==> config.mk <==
export PLATFORM = sky130hd
export DESIGN_NAME = m32_8_flat
export DESIGN_NICKNAME = d
export VERILOG_FILES = /design/src/rtl/phy_pkg.sv /design/src/rtl/m32_8_if.sv /design/src/rtl/m32_8_word_fifo.sv /design/src/rtl/m32_8.sv /design/src/flat_wrapper.sv
export SDC_FILE = /design/constraint.sdc
export NUM_CORES = 1
export LEC_CHECK = 0
export ABC_AREA = 1
export ABC_CLOCK_PERIOD_IN_PS = 7000
export BUFFER_PORTS_ARGS = -buffer_cell sky130_fd_sc_hd__clkbuf_2
export CORE_ASPECT_RATIO = 1.5
export CORE_UTILIZATION = 35
export CTS_CLUSTER_SIZE = 25
export DETAILED_ROUTE_END_ITERATION = 16
export GPL_ROUTABILITY_DRIVEN = 0
export GPL_TIMING_DRIVEN = 0
export SETUP_SLACK_MARGIN = 0.15
export SYNTH_ARGS = -nofsm -noshare
export SYNTH_HDL_FRONTEND = slang
export SYNTH_SLANG_ARGS = --single-unit
==> constraint.sdc <==
create_clock -name clk_4f -period 7 [get_ports clk_4f]
set_clock_uncertainty 0.05 [all_clocks]
set_input_delay 1.4 -clock clk_4f [delete_from_list [all_inputs] [get_ports clk_4f]]
set_output_delay 1.4 -clock clk_4f [all_outputs]
set_load 0.02 [all_outputs]
==> src/rtl/phy_pkg.sv <==
// Shared PHY datapath constants and serializer state encoding.
// Used by the 32->8 serializer and the 8->32 packer.
package phy_pkg;

  localparam int BYTE_W         = 8;
  localparam int WORD_W         = 32;
  localparam int BYTES_PER_WORD = 4;

  localparam logic [0:0] IDLE = 1'b0;
  localparam logic [0:0] SEND = 1'b1;

  typedef logic [WORD_W-1:0] word_t;
  typedef logic [BYTE_W-1:0] byte_t;

  function automatic byte_t msb_byte(word_t w);
    return w[WORD_W-1 -: BYTE_W];
  endfunction

endpackage

==> src/rtl/m32_8_if.sv <==
// Word-in / byte-out bundle of the 32->8 serializer.
// slave is the serializer side, master the word source and byte sink.
interface m32_8_if;
  import phy_pkg::*;

  word_t data_input;
  logic  valid_input;
  logic  ready_32;
  byte_t data_32_8;
  logic  valid_32_8;

  modport master (
    output data_input,
    output valid_input,
    input  ready_32,
    input  data_32_8,
    input  valid_32_8
  );

  modport slave (
    input  data_input,
    input  valid_input,
    output ready_32,
    output data_32_8,
    output valid_32_8
  );

endinterface

==> src/rtl/m32_8_word_fifo.sv <==
// Synchronous word FIFO, power-of-two DEPTH, no bypass.
// Pointers wrap naturally; full/empty decode from registered count.
module word_fifo #(
  parameter int WIDTH = 32,
  parameter int DEPTH = 2
) (
  input  logic             clk_4f,
  input  logic             reset,
  input  logic             push,
  input  logic             pop,
  input  logic [WIDTH-1:0] din,
  output logic [WIDTH-1:0] dout,
  output logic             full,
  output logic             empty
);

  localparam int AW = (DEPTH > 1) ? $clog2(DEPTH) : 1;
  localparam int CW = $clog2(DEPTH + 1);
  localparam logic [CW-1:0] FULL_CNT = CW'(DEPTH);

  logic [WIDTH-1:0] mem [DEPTH];
  logic [AW-1:0]    wptr;
  logic [AW-1:0]    rptr;
  logic [CW-1:0]    count;
  logic             do_push;
  logic             do_pop;

  assign full    = (count == FULL_CNT);
  assign empty   = (count == '0);
  assign do_push = push && !full;
  assign do_pop  = pop && !empty;
  assign dout    = mem[rptr];

  always_ff @(posedge clk_4f) begin
    if (do_push) mem[wptr] <= din;
  end

  always_ff @(posedge clk_4f or negedge reset) begin
    if (!reset) begin
      wptr  <= '0;
      rptr  <= '0;
      count <= '0;
    end else begin
      if (do_push) wptr <= wptr + 1'b1;
      if (do_pop)  rptr <= rptr + 1'b1;
      case ({do_push, do_pop})
        2'b10:   count <= count + 1'b1;
        2'b01:   count <= count - 1'b1;
        default: count <= count;
      endcase
    end
  end

endmodule

==> src/rtl/m32_8.sv <==
// 32->8 byte serializer, MSB first, back-to-back words without bubbles.
// Word FIFO in front; registered byte outputs.
module m32_8 #(
  parameter int DEPTH = 2
) (
  input logic    clk_4f,
  input logic    reset,
  m32_8_if.slave bus
);
  import phy_pkg::*;

  logic       full;
  logic       empty;
  logic       push;
  logic       pop;
  logic       last;
  word_t      head;
  logic [0:0] state;
  logic [1:0] cnt;
  word_t      sreg;
  byte_t      byte_q;
  logic       vld_q;

  assign bus.ready_32   = !full;
  assign bus.data_32_8  = byte_q;
  assign bus.valid_32_8 = vld_q;
  assign push           = bus.valid_input && !full;
  assign last           = (cnt == 2'(BYTES_PER_WORD - 1));

  word_fifo #(
    .WIDTH (WORD_W),
    .DEPTH (DEPTH)
  ) u_fifo (
    .clk_4f (clk_4f),
    .reset  (reset),
    .push   (push),
    .pop    (pop),
    .din    (bus.data_input),
    .dout   (head),
    .full   (full),
    .empty  (empty)
  );

  always_comb begin
    pop = 1'b0;
    unique case (1'b1)
      (state == IDLE): pop = !empty;
      (state == SEND): pop = last && !empty;
      default:         pop = 1'b0;
    endcase
  end

  // Pop on the last byte keeps the byte stream gap-free.
  always_ff @(posedge clk_4f or negedge reset) begin
    if (!reset) begin
      state  <= IDLE;
      cnt    <= '0;
      sreg   <= '0;
      byte_q <= '0;
      vld_q  <= 1'b0;
    end else if (pop) begin
      state  <= SEND;
      cnt    <= '0;
      sreg   <= head;
      byte_q <= msb_byte(head);
      vld_q  <= 1'b1;
    end else if (state == SEND && !last) begin
      cnt    <= cnt + 2'd1;
      sreg   <= sreg << BYTE_W;
      byte_q <= sreg[WORD_W-BYTE_W-1 -: BYTE_W];
      vld_q  <= 1'b1;
    end else begin
      state  <= IDLE;
      cnt    <= '0;
      byte_q <= '0;
      vld_q  <= 1'b0;
    end
  end

endmodule

==> src/flat_wrapper.sv <==
// flat-port wrapper written by rule: the top's interface ports become plain ports
module m32_8_flat import phy_pkg::*;
#(
  parameter int DEPTH = 2
)
  (clk_4f, reset, bus_data_input, bus_valid_input, bus_ready_32, bus_data_32_8, bus_valid_32_8);
  m32_8_if bus_i ();
  input logic clk_4f;
  input logic reset;
  input wire logic [$bits(bus_i.data_input)-1:0] bus_data_input;
  input wire logic [$bits(bus_i.valid_input)-1:0] bus_valid_input;
  output wire logic [$bits(bus_i.ready_32)-1:0] bus_ready_32;
  output wire logic [$bits(bus_i.data_32_8)-1:0] bus_data_32_8;
  output wire logic [$bits(bus_i.valid_32_8)-1:0] bus_valid_32_8;
  assign bus_i.data_input = bus_data_input;
  assign bus_i.valid_input = bus_valid_input;
  assign bus_ready_32 = bus_i.ready_32;
  assign bus_data_32_8 = bus_i.data_32_8;
  assign bus_valid_32_8 = bus_i.valid_32_8;
  m32_8 #(.DEPTH(DEPTH)) u_core (.clk_4f(clk_4f), .reset(reset), .bus(bus_i));
endmodule
==> results.ini <==
[floorplan]
io_pins = 45
die_area_um2 = 12200
die_x_um = 90.4
core_um2 = 11500
die_h_um = 135
start_util_pct = 35.8
row_count = 48

[sta]
setup_viol = 0
slew_headroom_pct = 32.7
maxSlewViolCount = 0
whs_ns = 0.389
min_period_ns = 2.63
fin_tns_setup_ns = 0
worstMarginPinSlew_ns = 1.01
clock.fmax_ghz = 0.380
hold_viol = 0
layout_setup_ws_ns = 4.37
rsz0062_at_grt = false
period_share_pct = 37.6

[yosys]
yosys.area_share.simple_pct = 23.8
synth_xor_xnor_area_share_pct = 0.427
seq_area_frac_synth_pct = 71.2
synth_fa_ha_area_share_pct = 0.610
synth_compound_area_share_pct = 0
synth.avg_cell_area_um2 = 11.2
syn-num-nets = 402
ys_types = 17
synthesis.area_um2 = 4100
postSynthCellCount = 365
synth.mux.area_fraction_pct = 0
ys_warn_count = 0
ys_seq_elements = 104
synth_top_family_by_area = simple AND/OR/NAND/NOR gates

[finish]
fillers = 1104
multi_input_area_um2 = 1020
diodes = 0
drive_above_1_share_pct = 20.9
instances_no_fill = 576
regArea_um2 = 2920
layout.nets = 459
area_delta_synth_final_pct = 17.9

[pwr]
p_sw_uw = 732
irDropWorstVdd_uv = 181
comb_power_share_pct = 34.4
p_total_uw = 2060
p_clk_share_pct = 22.0
p_int_uw = 1320
swShare_pct = 35.6
seq_power_share_pct = 43.6
p_leak_uw = 0.00221
p_per_area_nw_per_um2 = 425

[clocking]
cts_buffer_depth = 2
postCtsHoldBufs = 0
clk_pin_slew_ns = 0.06
cts_buffers = 9
clkLatencyLatePin_ns = 0.34
clock-sinks = 104
cts_tree = yes
ctsResizeCount = 0
htreeDepth = 3
clockRootBuffer = clkbuf_16
cts_setup_buffers = 0

[critical_path]
critPathTopFamily = flip-flops
critical_path_required_ns = 5.55
worst-setup-path-type = reg2out
cpPeakStageDelay_ns = 0.44
worst_setup_path_start_kind = flip-flop
crit_arrival_ns = 1.18
critPathCaptureType = primary output
cp_cell_sequence = inv_1, nand2_1, clkbuf_2
crit_fanout = 4
crit_slowest_cell = dfrtp_1
cp.buffers_inverters = 2

[status]
status = finished clean

[route]
maxUsedRoutingLayer = met4
vias = 2590
dr_wl_met2_um = 4050
postRouteAntennaNets = 0
drt_iter0_drc = 135
wl_um = 7750
dr.pass1.iters = 4
met1Wirelength_um = 3140
post-route-drc-count = 0
wl_met3_um = 261
vias_per_cell = 4.50
wl_per_cell_um = 13.5

[grt]
grt_overflow_total = 0
antenna_found_initial = 0
grt_usage_pct = 14.0
grt_pass1_wl_um = 12900
grt_pass1_vias = 2675
grt_max_degree = 41

[place]
dp_hpwl_um = 5480
port_buffers = 44
pre_cts_ws_ns = 3.88
placed_cells = 560

[hold_path]
worstHoldPathType = reg2reg

[run]
drv_cap = 0

-- power by group through the flow --
stage	Clock, uW	Combinational [uW]	Sequential (uW)
CTS	463	709	900
floorplan	0	487	917
detailed placement	0	708	911
finish	452	707	898
global placement	0	675	911
global route	489	803	912
-- area by class of cell --
type,instances,area share (%)
clock buffers,12,5.09
multi-input cells,234,21.2
plain buffers,17,2.59
flip-flops and latches,104,60.4
clock inverters,3,0.388
inverters,10,0.776
repair buffers,46,5.69
well taps,150,3.88
-- per-stage QoR --
step	area (um2)	util (%)
after detailed placement	4550	39.6
after global placement	4510	39.3
after floorplan	4100	-
final	4840	42.2
after global routing	4840	42.2
after CTS	4810	41.9
-- path summary, 6_finish.rpt --
kind	start	end	slack [ns]	depth (start not counted)
setup / recovery	u_core.u_fifo.count[0]	bus_ready_32	4.37	3
hold / removal	u_core.cnt[0]	u_core.cnt[0]	0.39	1
setup reg to reg	u_core.u_fifo.count[0]	u_core.u_fifo.mem[0][17]	4.98	5
hold reg to reg	u_core.cnt[0]	u_core.cnt[0]	0.39	1
max in group asynchronous	reset	u_core.sreg[8]	5.10	1
min in group asynchronous	reset	u_core.sreg[0]	1.18	1
-- flip-flops by register name, indices dropped and copies added (netlist names) --
signal                 count
u_core.u_fifo.mem         64
u_core.cnt                 2
u_core.u_fifo.rptr         1
u_core.state               1
u_core.bus.valid_32_8      1
u_core.sreg               24
u_core.bus.data_32_8       8
u_core.u_fifo.count        2
u_core.u_fifo.wptr         1
-- placed cells by master, fill, tap and decap left out, drive strengths merged, types with 2 or more instances in the layout --
| cell | n |
|---|---|
| clkinv | 4 |
| ha | 2 |
| nor2 | 6 |
| inv | 9 |
| dfrtp | 40 |
| edfxtp | 64 |
| nand2 | 181 |
| clkbuf | 57 |
| buf | 18 |
| nand3 | 42 |
-- logic make-up (layout without fill, tap and decap cells) --
group	Yosys count	after routing
flops	104	104
xor+xnor	2	2
fa+ha+maj	2	2
buf+inv	27	88
simple gates	230	230
-- per-layer routing --
layer  global-route usage [%]  vias to the layer above
met1                     15.6                     1193
met5                        0                        -
met4                     8.15                        0
met3                     3.27                       24
met2                     24.4                       64
li1                         -                     1309
-- cell usage after synthesis --
cell | n | area share (%)
buf_6 | 5 | 1.4
buf_2 | 7 | 0.85
nor2_8 | 1 | 0.49
clkbuf_1 | 1 | 0.091
dfrtp_1 | 40 | 24
ha_1 | 2 | 0.61
nand4_1 | 1 | 0.15
xnor2_1 | 1 | 0.21
nand2_2 | 10 | 1.5
xor2_1 | 1 | 0.21
nand3_1 | 42 | 5.1
nor2_1 | 3 | 0.27
nor2_4 | 2 | 0.55
nand2_1 | 171 | 16
buf_4 | 4 | 0.73
edfxtp_1 | 64 | 47
inv_1 | 10 | 0.92
(Power assumes the default switching activity.)
